$ cat src/rtl/controle_multiciclo.sv
// Multicycle RISC-V control unit: Moore FSM sequencing each instruction
// through its datapath steps, plus retired-instruction and cycle counters
// used for CPI measurement. SYSTEM and unknown opcodes park the FSM in HALT.
module controle_multiciclo (
  input  logic        clockCPU,
  input  logic        reset,
  input  logic [6:0]  iOpcode,
  output logic [3:0]  oEstado,
  output logic        oEscrevePC,
  output logic        oEscrevePCCond,
  output logic        oIouD,
  output logic        oLeMem,
  output logic        oEscreveMem,
  output logic        oEscreveIR,
  output logic        oEscreveReg,
  output logic [1:0]  oOrigAULA,
  output logic [1:0]  oOrigBULA,
  output logic [1:0]  oMem2Reg,
  output logic [1:0]  oOrigPC,
  output logic [1:0]  oALUOp,
  output logic        oHalt,
  output logic [31:0] oInstrCount,
  output logic [31:0] oCycleCount
);

  typedef enum logic [3:0] {
    S_FETCH  = 4'd0,
    S_DECODE = 4'd1,
    S_MEMADR = 4'd2,
    S_MEMRD  = 4'd3,
    S_MEMWB  = 4'd4,
    S_MEMWR  = 4'd5,
    S_EXEC_R = 4'd6,
    S_EXEC_I = 4'd7,
    S_ALUWB  = 4'd8,
    S_BRANCH = 4'd9,
    S_JAL    = 4'd10,
    S_JALR   = 4'd11,
    S_LUI    = 4'd12,
    S_RSV13  = 4'd13,
    S_RSV14  = 4'd14,
    S_HALT   = 4'd15
  } state_t;

  localparam logic [6:0] OP_LOAD   = 7'b0000011;
  localparam logic [6:0] OP_STORE  = 7'b0100011;
  localparam logic [6:0] OP_R      = 7'b0110011;
  localparam logic [6:0] OP_I      = 7'b0010011;
  localparam logic [6:0] OP_BRANCH = 7'b1100011;
  localparam logic [6:0] OP_JAL    = 7'b1101111;
  localparam logic [6:0] OP_JALR   = 7'b1100111;
  localparam logic [6:0] OP_LUI    = 7'b0110111;
  localparam logic [6:0] OP_AUIPC  = 7'b0010111;

  state_t      state_q, state_d;
  logic [31:0] instr_cnt_q, instr_cnt_d;
  logic [31:0] cycle_cnt_q, cycle_cnt_d;
  logic        retire;

  // State register and counters; reset aborts any in-flight instruction.
  always_ff @(posedge clockCPU or posedge reset) begin
    if (reset) begin
      state_q     <= S_FETCH;
      instr_cnt_q <= 32'd0;
      cycle_cnt_q <= 32'd0;
    end else begin
      state_q     <= state_d;
      instr_cnt_q <= instr_cnt_d;
      cycle_cnt_q <= cycle_cnt_d;
    end
  end

  // An instruction retires on the edge leaving its final state.
  always_comb begin
    retire = 1'b0;
    case (state_q)
      S_MEMWB, S_MEMWR, S_ALUWB, S_BRANCH, S_JAL, S_JALR: retire = 1'b1;
      default: retire = 1'b0;
    endcase
    instr_cnt_d = retire ? instr_cnt_q + 32'd1 : instr_cnt_q;
    cycle_cnt_d = cycle_cnt_q + 32'd1;
  end

  // Next-state: opcode steers the path after DECODE and after MEMADR.
  always_comb begin
    state_d = S_FETCH;
    case (state_q)
      S_FETCH:  state_d = S_DECODE;
      S_DECODE: begin
        case (iOpcode)
          OP_LOAD, OP_STORE: state_d = S_MEMADR;
          OP_R:              state_d = S_EXEC_R;
          OP_I:              state_d = S_EXEC_I;
          OP_BRANCH:         state_d = S_BRANCH;
          OP_JAL:            state_d = S_JAL;
          OP_JALR:           state_d = S_JALR;
          OP_LUI:            state_d = S_LUI;
          OP_AUIPC:          state_d = S_ALUWB;
          default:           state_d = S_HALT;
        endcase
      end
      S_MEMADR: state_d = (iOpcode == OP_LOAD) ? S_MEMRD : S_MEMWR;
      S_MEMRD:  state_d = S_MEMWB;
      S_EXEC_R: state_d = S_ALUWB;
      S_EXEC_I: state_d = S_ALUWB;
      S_LUI:    state_d = S_ALUWB;
      S_HALT:   state_d = S_HALT;
      default:  state_d = S_FETCH;
    endcase
  end

  // Moore outputs from the state register; reset masks every enable.
  always_comb begin
    oEscrevePC     = 1'b0;
    oEscrevePCCond = 1'b0;
    oIouD          = 1'b0;
    oLeMem         = 1'b0;
    oEscreveMem    = 1'b0;
    oEscreveIR     = 1'b0;
    oEscreveReg    = 1'b0;
    oOrigAULA      = 2'd0;
    oOrigBULA      = 2'd0;
    oMem2Reg       = 2'd0;
    oOrigPC        = 2'd0;
    oALUOp         = 2'd0;
    oHalt          = 1'b0;
    case (state_q)
      S_FETCH: begin
        oLeMem = 1'b1; oEscreveIR = 1'b1; oEscrevePC = 1'b1;
        oOrigBULA = 2'd2;
      end
      S_DECODE: begin
        oOrigAULA = 2'd1; oOrigBULA = 2'd1;
      end
      S_MEMADR: begin
        oOrigAULA = 2'd2; oOrigBULA = 2'd1;
      end
      S_MEMRD: begin
        oIouD = 1'b1; oLeMem = 1'b1;
      end
      S_MEMWB: begin
        oEscreveReg = 1'b1; oMem2Reg = 2'd1;
      end
      S_MEMWR: begin
        oIouD = 1'b1; oEscreveMem = 1'b1;
      end
      S_EXEC_R: begin
        oOrigAULA = 2'd2; oOrigBULA = 2'd0; oALUOp = 2'd2;
      end
      S_EXEC_I: begin
        oOrigAULA = 2'd2; oOrigBULA = 2'd1; oALUOp = 2'd2;
      end
      S_ALUWB: begin
        oEscreveReg = 1'b1; oMem2Reg = 2'd0;
      end
      S_BRANCH: begin
        oOrigAULA = 2'd2; oOrigBULA = 2'd0; oALUOp = 2'd1;
        oEscrevePCCond = 1'b1; oOrigPC = 2'd1;
      end
      S_JAL: begin
        // rd gets the pre-edge PC (OldPC + 4) while PC takes ALUOut.
        oEscreveReg = 1'b1; oMem2Reg = 2'd2;
        oEscrevePC = 1'b1; oOrigPC = 2'd1;
      end
      S_JALR: begin
        oOrigAULA = 2'd2; oOrigBULA = 2'd1; oALUOp = 2'd0;
        oEscreveReg = 1'b1; oMem2Reg = 2'd2;
        oEscrevePC = 1'b1; oOrigPC = 2'd2;
      end
      S_LUI: begin
        oOrigAULA = 2'd3; oOrigBULA = 2'd1;
      end
      S_HALT:  oHalt = 1'b1;
      default: ;
    endcase
    if (reset) begin
      oEscrevePC     = 1'b0;
      oEscrevePCCond = 1'b0;
      oLeMem         = 1'b0;
      oEscreveMem    = 1'b0;
      oEscreveIR     = 1'b0;
      oEscreveReg    = 1'b0;
      oHalt          = 1'b0;
    end
  end

  assign oEstado     = state_q;
  assign oInstrCount = instr_cnt_q;
  assign oCycleCount = cycle_cnt_q;

endmodule

$ cat config.mk
export PLATFORM = sky130hd
export DESIGN_NAME = controle_multiciclo
export DESIGN_NICKNAME = d
export VERILOG_FILES = /design/src/rtl/controle_multiciclo.sv
export SDC_FILE = /design/constraint.sdc
export NUM_CORES = 1
export LEC_CHECK = 0
export CORE_MARGIN = 4
export CORE_UTILIZATION = 49
export CTS_CLUSTER_DIAMETER = 120
export CTS_CLUSTER_SIZE = 12
export DETAILED_ROUTE_END_ITERATION = 8
export GPL_TIMING_DRIVEN = 0
export PLACE_DENSITY = 0.82
export SKIP_LAST_GASP = 1
export SLEW_MARGIN = 20
export SYNTH_ARGS = -nofsm -noshare
export SYNTH_HDL_FRONTEND = slang
export SYNTH_SLANG_ARGS = --single-unit
$ cat constraint.sdc
create_clock -name clockCPU -period 3.05 [get_ports clockCPU]
set_input_delay 0.305 -clock clockCPU [delete_from_list [all_inputs] [get_ports clockCPU]]
set_output_delay 0.305 -clock clockCPU [all_outputs]
set_load 0.05 [all_outputs]
Word level (Yosys, flattened, before mapping)
Cells that the tools add are included.
{"block": "totals", "reg_bits": 68, "inputBits": 9, "out_inout_bits": 86, "wordCells": 64}
{"block": "classes", "n_addsub": 2, "n_eq_ne": 22, "mux": 24, "n_reduce_logical": 13}
{"op": "adder 32 x 1 -> 32 bit (second input constant)", "n": 2}
{"op": "case mux 4 bit (8 select lines)", "n": 1}
{"op": "== test 4 bit (second input constant)", "n": 6}
{"op": "case mux 4 bit (6 select lines)", "n": 1}
{"op": "== test 7 x 6 -> 1 bit (second input constant)", "n": 3}
{"op": "== test 7 bit (second input constant)", "n": 3}
{"op": "== test 4 x 3 -> 1 bit (second input constant)", "n": 4}
{"op": "2-to-1 mux 1 bit", "n": 16}
{"op": "case mux 2 bit (2 select lines)", "n": 4}
{"op": "== test 7 x 5 -> 1 bit (second input constant)", "n": 2}
{"op": "OR reduction 2 bit", "n": 6}
{"op": "OR reduction 5 bit", "n": 2}
{"op": "== test 4 x 2 -> 1 bit (second input constant)", "n": 2}
{"op": "== test 7 x 2 -> 1 bit (second input constant)", "n": 1}
{"op": "case mux 2 bit (3 select lines)", "n": 1}
{"op": "OR reduction 3 bit", "n": 2}
{"op": "OR reduction 6 bit", "n": 1}
{"op": "== test 4 x 1 -> 1 bit (second input constant)", "n": 1}
{"op": "zero test 4 bit", "n": 1}
{"op": "OR reduction 4 bit", "n": 1}
{"op": "2-to-1 mux 3 bit", "n": 1}

Depth between registers and ports, before layout
Gate-level depths: netlist of run 1.
{"block": "logic_depth", "ltp_word": 4, "depth_mapped": 6, "depth_no_buf": 5}

Least setup slack after synthesis of run 1
No wires, ideal clock.
{"block": "synth_timing", "path_kind": "reg-to-output", "startpoint": "register state_q[0] (netlist: oEstado[0])", "endpoint": "output oEscreveIR", "t_arrival_ns": 2.572, "required_time_ns": 2.745, "slack_ns": 0.173, "stages_incl_launch_ff": 4, "n_path_buf": 2, "path_cell_list": "dfrtp_1 -> clkbuf_1 -> clkbuf_1 -> nor4_1"}
{"block": "synth_via", "elab_chain_len": 3}
{"item": "from (decl)", "line": "55", "text": "state_t state_q, state_d;"}
{"item": "from (signal assigned)", "line": "67", "text": "state_q <= state_d;"}
{"item": "zero test 4 bit", "line": "127", "text": "case (state_q)"}
{"item": "2-to-1 mux 1 bit", "line": "127"}
{"item": "2-to-1 mux 1 bit", "line": "176", "text": "if (reset) begin"}
{"item": "to (decl)", "line": "14", "text": "output logic oEscreveIR,"}
No other way between the ends.

Final worst setup path of run 1
{"block": "layout_timing", "startpoint": "register state_q[3] (netlist: oEstado[3])", "endpoint": "output oOrigBULA[0]"}
{"block": "layout_via", "elab_chain_len": 3, "word_cells_on_any_way": 8, "cone_classes": "5 x eq/ne; 1 x mux; 2 x reduce/logical"}
{"item": "== test 4 x 1 -> 1 bit (tied with other cells)", "line": "127"}
{"item": "OR reduction 5 bit (no line)"}
{"item": "case mux 2 bit (2 select lines) (*)", "line": "127"}
{"item": "to (decl)", "line": "17", "text": "output logic [1:0] oOrigBULA,"}
Mark *: on every way between the ends. The rest lies on a longest branch, timed or not.

==> results.md, run 1 <==
Place:
- The routability congestion estimate is 0.845.
- In this run the tool buffered the top-level ports with 94 buffer cells.
- The post-detailed-placement half-perimeter wirelength is 5.91 mm.

Critical path:
- The critical path endpoint category is a primary output.
- The capture point of the worst path is oOrigBULA[0].
- The kind of start point of the critical path is a flop.
- Of all nets on the critical path, the largest fanout is 10.
- The setup path with the least slack is of type flop to primary output.
- The flop-to-flop setup slack is 1030 ps.
- The number of cells on the worst reg-to-reg path is 5.
- The reg-to-reg critical path endpoint is oCycleCount[28].
- At the worst endpoint, the arrival time is 2540 ps.
- The critical path launch point is oEstado[3].
- The startpoint identified for the worst register-to-register timing path is oCycleCount[7].
- The required time reported for the critical path endpoint is 2740 ps.

Synth:
- For this run, the number of Yosys warnings is 0.
- The biggest area contributor in the post-synthesis netlist is dfrtp_1.
- By area the synthesized netlist is led by dfrtp_1 48%, xnor2_1 8.7%, xor2_1 7.2%.
- After synthesis the cells add up to 0.00353 sq mm.
- The synthesized netlist cell count is 342.
- In this run, synthesis inferred 0 flip-flops with an integrated enable.
- In the synthesized netlist the dominant register cell turns out to be dfrtp_1.
- The area fraction of the dominant cell type after synthesis is 48.2%.
- The async set-or-reset flop fraction in the synthesized netlist is 100%.
- A synthesized cell averages approximately 10 sq um.
- Counting distinct cell types in the post-synthesis netlist gives 48.
- The number of nets in the synthesized netlist is 353.
- The register area share after synthesis is 48.2%.
- Synthesis inferred 68 register bits.

CTS:
- The number of hold buffers added after CTS was 0.
- Gates resized during post-CTS repair numbered 0.
- The level count of the clock H-tree is 3.
- The clock-pin transition on the worst setup and hold timing paths is 70 ps.
- For the worst-skew pair, the clock arrives at the later sink with an insertion delay of between 300 and 400 ps.
- TritonCTS built the clock tree.
- CTS placed an instance of clkbuf_8 at the clock tree root.
- The buffer count from post-CTS setup fixing is 0.
- The TritonCTS buffer count is 9.
- The total clock sinks is 68.
- No sink is reached through more buffers than the 2 on the longest clock path.

Power and ir drop:
- The cell area power density is 661 mW/mm^2.
- The completed layout was analyzed and its total power is ~3.2 mW.
- The maximum vdd ir drop is 649 uV.
- In this run the static leakage power is 2.05 nW.

STA:
- Setup repair after global routing left no endpoint under its margin.
- The number of max-slew violations in the final report is 0.
- The shortest clock period the worst path allows after layout is 2840 ps.
- For the pin with the worst max-slew slack, the measured transition is 654 ps.
- Across all hold checks on the routed design, the worst slack comes to roughly 380 ps.
- The setup TNS is 0 ps.
- Static timing analysis puts the maximum clock frequency at 352 MHz.
- Setup violations remaining at the end of the flow were counted as 0.
- The tightest slew margin relative to the limit is 56.0%.
- The worst clock skew is 8.56 ps.
- The number of hold-slack violations in the final timing report is 0.
- The part of the cycle the worst path needs is 93.2%.

Routing:
- The average routed wire per standard cell is 14.4 um.
- The first detailed-routing pass ran for 4 iterations.
- The first routing iteration left around 100 violations.
- The wire length reported by the detailed router is approximately 7.9 mm.
- The number of remaining DRC errors is 0.
- The number of nets still failing antenna checks after routing is 0.
- The number of vias after detailed routing is between 2,000 and 3,000.
- The number of vias per cell is ~5.4.

GRT:
- The first global-routing pass estimated 13.5 mm of wire.
- met2 is the most crowded layer.
- The via count of the first global-routing pass is around 2,800.
- In the global route stage, met2 resource usage came out at 30.1%.
- In the global route stage, met1 resource usage came out at 26.2%.
- For this run the aggregate overflow at the end of global routing stands at 0.
- Global routing consumed, on the met3 layer, under 10% of the routing resources.
- The number of antenna violations at the first check in global routing is 0.
- The largest net degree at the start of global routing is 53.
- The overall fraction of global-route tracks in use is 19.3%.

Floorplanning:
- The die footprint is 0.00863 sq mm.
- The floorplan has 30 rows.
- The core outline area is 0.00691 sq mm.
- For this configuration, the core starts out at a cell density of 51.1%.
- The count of pins on the block boundary is 95.
- The horizontal die dimension is slightly above 90 um.
- Measured along the y axis, the die boundary spans around 93 um.

Cells and area:
- The filler cells instantiated in the layout total 545.
- In the layout the commonest cells are 94 x clkdlybuf4s50_1, 68 x dfrtp_1, 35 x xnor2_1, 29 x xor2_1, 27 x nor2_1.
- The layout-stage area growth over the synthesis result is 36.9%.
- Once layout is complete, the utilization of the core stands at 70.0%.
- The share of layout cells above drive strength 1 is ~8.6%.
- The repair_antennas step left the layout with diodes totalling 0.
- The most common cell after layout, fill and taps aside is clkdlybuf4s50_1.
- The net total in the final layout is between 400 and 500.

Worst hold path:
- The tightest min-delay check is of the input port to asynchronous set/reset pin type.

Run:
- The number of max-capacitance violations reported is 0.

Outcome:
- The flow ran to the end, and the final reports show no timing, DRC or antenna violations.
-- cells in the mapped netlist (3+ instances only) --
cell type  count
dfrtp_1       68
nor2_1        27
nor3_1        17
nand3_1       25
nand2_1       24
nor4_2         9
xnor2_1       35
and3_1         7
clkbuf_1       9
nor4_1         5
inv_1         13
xor2_1        29
nand4_1       12
and4_1         8
nand2b_1       5
nor2b_1        3
o21ai_0        5
-- cell families (layout without fill, tap and decap cells) --
logic type | count (synthesis) | count (layout) | synth area share [%]
AOI/OAI and AO/OA | 24 | 24 | 5.49
muxes | 1 | 1 | 0.319
buffers and inverters | 25 | 136 | 2.94
xor gates and xnor gates | 64 | 64 | 15.9
and+or+nand+nor | 158 | 158 | 26.5
DFF | 68 | 68 | 48.2
adders and majority gates | 2 | 2 | 0.708
-- where the power goes --
part           internal [mW]  switching [mW]
Sequential             0.966          0.0840
Combinational          0.462           0.914
Clock                  0.424           0.345
-- worst min path at each step --
stage	start	end	slack, ps	cells after the start
CTS	reset	oEstado[0]	370	2
global route	reset	oInstrCount[9]	380	2
finish	reset	oEstado[0]	380	2
floorplan	iOpcode[2]	oEstado[2]	550	3
detailed placement	oInstrCount[31]	oInstrCount[31]	460	1
global placement	oInstrCount[31]	oInstrCount[31]	460	1
-- layer usage --
layer / wire, um / vias up
li1: - / 1418
met3: 429 / 7
met5: 0 / -
met4: 89 / 0
met2: 3870 / 79
met1: 3500 / 1434
-- worst max-delay path, cell delays in order, from the launching register on --
cell	delay [ps]
dfrtp_1	440
clkbuf_1	350
nor2b_1	250
a22oi_1	100
nor2_1	150
a31o_2	120
clkdlybuf4s50_1	800
-- sequential cells by signal, summed over array words and instances (netlist names) --
name         cells
oEstado          4
oCycleCount     32
oInstrCount     32
-- stage by stage --
step	setup slack, ps	std cells	area, sq um
6_report	207	549	4830
5_1_grt	31.1	549	4830
4_1_cts	187	549	4830
3_5_place_dp	297	533	4620
3_3_place_gp	-1300	532	4590
2_1_floorplan	173	342	3530
-- layout make-up --
class	count	area, sq um	share of cell area, %
Inverter	13	51.3	1.06
Tap cell	96	120	2.48
Clock buffer	11	151	3.13
Multi-Input combinational cell	249	1730	35.7
Clock inverter	5	60.1	1.24
Buffer	12	55.1	1.14
Sequential cell	68	1700	35.2
Timing Repair Buffer	95	968	20.0
No activity file was read; power rests on OpenSTA's default activity.
==> inputs of run 2 (changes only) <==
--- a/config.mk
+++ b/config.mk
@@ -5,7 +5,7 @@
 export SDC_FILE = /design/constraint.sdc
 export NUM_CORES = 1
 export LEC_CHECK = 0
-export CORE_MARGIN = 4
+export CORE_MARGIN = 5
 export CORE_UTILIZATION = 49
 export CTS_CLUSTER_DIAMETER = 120
 export CTS_CLUSTER_SIZE = 12
==> run 2 against run 1 <==
Compared with the run above: utilization fell by 2.4 points; non-clock buffer count did not move; combinational power barely moved; critical path type unchanged; clock power fell by 3.1%; via count rose by 0.78%; die area rose by 4.4%; critical endpoint is now oIouD; count of clock-buffer cells in the layout rose by 1.
==> results.md, run 2 (synthesis gave the netlist of run 1 again) <==
Critical path:
- The worst register-to-register path begins at oEstado[1].
- The endpoint identified for the worst register-to-register timing path is oInstrCount[31].
- The number of cells on the worst reg-to-reg path is 6.
- Data arrives at the worst endpoint at approximately 2500 ps.
- In this run the worst path has a maximum fanout of 10.
- The required time reported for the critical path endpoint is 2740 ps.
- The kind of start point of the critical path is a flop.
- The critical path endpoint category is a primary output.
- The setup path with the least slack is of type flop to primary output.
- Setup slack on the worst reg-to-reg path comes out at around 1100 ps.
- The critical path launch point is oEstado[0].

Routing:
- The average routed wire per standard cell is 14.9 um.
- The detailed router placed 2,961 vias in this run.
- Dividing the detail-routed via count by the number of cells gives 5.36.
- The pre-antenna-repair detailed-routing pass consisted of 4 iterations.
- The number of remaining DRC errors is 0.
- The wire length reported by the detailed router is between 8 and 9 mm.
- The count of nets left with antenna violations once routing finished came out at 0.
- The first routing iteration left 91 violations.

Power and ir drop:
- For this design the total switching power over the nets is 1.32 mW.
- The share of total power dissipated in combinational logic is 43.3%.
- The static power due to leakage is 2.04 nW.
- The cell area power density is about 660 mW/mm^2.
- Sequential cells account for 33.2% of the total power.
- The total power is roughly 3.2 mW.
- The internal portion of the total power is around 1.8 mW.
- The part of the total power dissipated in the clock network is 23.5%.
- Net switching is between 40% and 50% of the power.
- IR analysis of the VDD net gives a maximum drop of 415 uV.

GRT:
- After global routing the overflow that remains totals 0.
- Entering global routing, the biggest net connects 42 pins.
- The first global-routing pass estimated 13.5 mm of wire.
- The number of antenna violations at the first check in global routing was 0.
- For this run, the total global-route usage over all layers was measured as 19.0%.
- The via count of the first global-routing pass is ~2,900.

Place:
- The congestion estimate from routability-driven global placement came to 0.815.
- Once placement completed, the tool counted placed cells totaling 536.
- Input and output buffers added on the ports amount to 94.
- The post-detailed-placement half-perimeter wirelength is 5.98 mm.

STA:
- Setup repair after global routing left no endpoint under its margin.
- The setup-violating endpoint count in the final report is 0.
- The worst clock skew is 9.25 ps.
- After layout, the minimum clock period comes to 2830 ps.
- Timing would allow up to 353 MHz.
- The number of hold-slack violations in the final timing report came to 0.
- For the pin with the worst max-slew slack, the measured transition is 679 ps.
- In the finished design, the share of the clock period the worst path needs comes to 92.9%.
- The number of max-slew violations in the final report is 0.
- The tightest slew margin relative to the limit is 54.3%.

CTS:
- The insertion delay of the later-clocked pin in the worst-skew pair is 330 ps.
- The clock-pin transition on the worst setup and hold timing paths is around 70 ps.
- In this run the post-CTS setup repair buffer count came out at 0.
- In this run the number of H-tree levels came out at 3.
- The tree is rooted in a clkbuf_8.
- The number of hold-repair buffers added at the cts stage is 0.
- Counting along the longest clock path gives a buffer depth of 2.
- The CTS tree is built.
- The total clock sinks is 68.
- The number of clock buffers added by TritonCTS is 9.
- The post-CTS resize count is 0.

Cells and area:
- The repair_antennas step left the layout with diodes totalling 0.
- The count of placed standard cells in the final layout, fillers left out is ~550.
- The area growth from synthesis to layout is 36.5%.
- Counting the fill cells in the layout gives 586.
- The share of layout cells above drive strength 1 is 8.39%.
- Once layout is complete, the utilization of the core stands at 67.6%.
- The library cell used most frequently in the layout, excluding fill and tap cells, is clkdlybuf4s50_1.
- The top cell types in the final layout, fill and taps aside, are 94 x clkdlybuf4s50_1, 68 x dfrtp_1, 35 x xnor2_1, 29 x xor2_1, 27 x nor2_1.
- The net total in the final layout is 459.

Floorplanning:
- During I/O placement, the number of pins put on the boundary was between 90 and 100.
- Measured along the y axis, the die boundary spans about 95 um.
- The effective utilization at floorplan is 49.5%.
- The floorplan step defined a die boundary enclosing 0.00901 sq mm.
- The horizontal die dimension is between 90 and 100 um.
- The total area inside the core boundary comes to 0.00714 sq mm.
- The total number of placement rows is 31.

Worst hold path:
- The class of the tightest hold or removal check is input port to asynchronous set/reset pin.

Outcome:
- The run finished with clean final reports.

Run:
- Across the run, the number of max-cap violations was 0.
==> run 2: cell count changes in the layout (fill, tap and decap cells not counted), sizes merged <==
| cell | previous run | this run |
|---|---|---|
| clkinv | 3 | 2 |
| clkbuf | 20 | 21 |
==> run 2: per-stage QoR <==
stage	cell area (sq um)	setup TNS, ps	hold WS [ps]	setup WS, ps
6_report	4820	0	450	217
2_1_floorplan	3530	0	552	173
5_1_grt	4820	0	488	25.8
3_3_place_gp	4600	-20870	456	-1280
3_5_place_dp	4620	0	461	471
4_1_cts	4820	0	429	200
==> run 2: critical path: stages, from the launching register on <==
cell and delay, ps:
dfrtp_1 370, clkbuf_1 330, clkbuf_1 410, nor3b_1 240, clkdlybuf4s50_1 850
==> run 2: area by class of cell <==
cell class | count | area [sq um] | share of cell area, %
Buffer | 12 | 55.1 | 1.14
Timing Repair Buffer | 95 | 961 | 19.9
Clock inverter | 4 | 47.5 | 0.986
Sequential cell | 68 | 1700 | 35.3
Multi-Input combinational cell | 249 | 1730 | 35.8
Clock buffer | 12 | 155 | 3.22
Inverter | 13 | 51.3 | 1.06
Tap cell | 99 | 124 | 2.57
==> run 2: layer usage <==
layer | up-vias | global-route usage (%) | routed length [um]
met2 | 82 | 32.1 | 4160
met5 | - | 0 | 0
met3 | 10 | 3.11 | 371
met1 | 1453 | 24.2 | 3560
li1 | 1416 | - | -
met4 | 0 | 7.69 | 123
==> run 2: worst max-delay path by stage <==
stage | end | cells past startpoint
global route | oOrigBULA[0] | 6
detailed placement | oHalt | 4
global placement | oHalt | 4
finish | oIouD | 4
floorplan | oEscreveIR | 3
CTS | oIouD | 4
==> run 2: power groups by stage <==
stage	clock, mW	sequential [mW]	combinational (mW)
finish	0.744	1.05	1.37
global route	0.812	1.07	1.46
CTS	0.771	1.05	1.38
detailed placement	0	1.07	1.38
global placement	0	1.07	1.36
floorplan	0	1.27	0.760
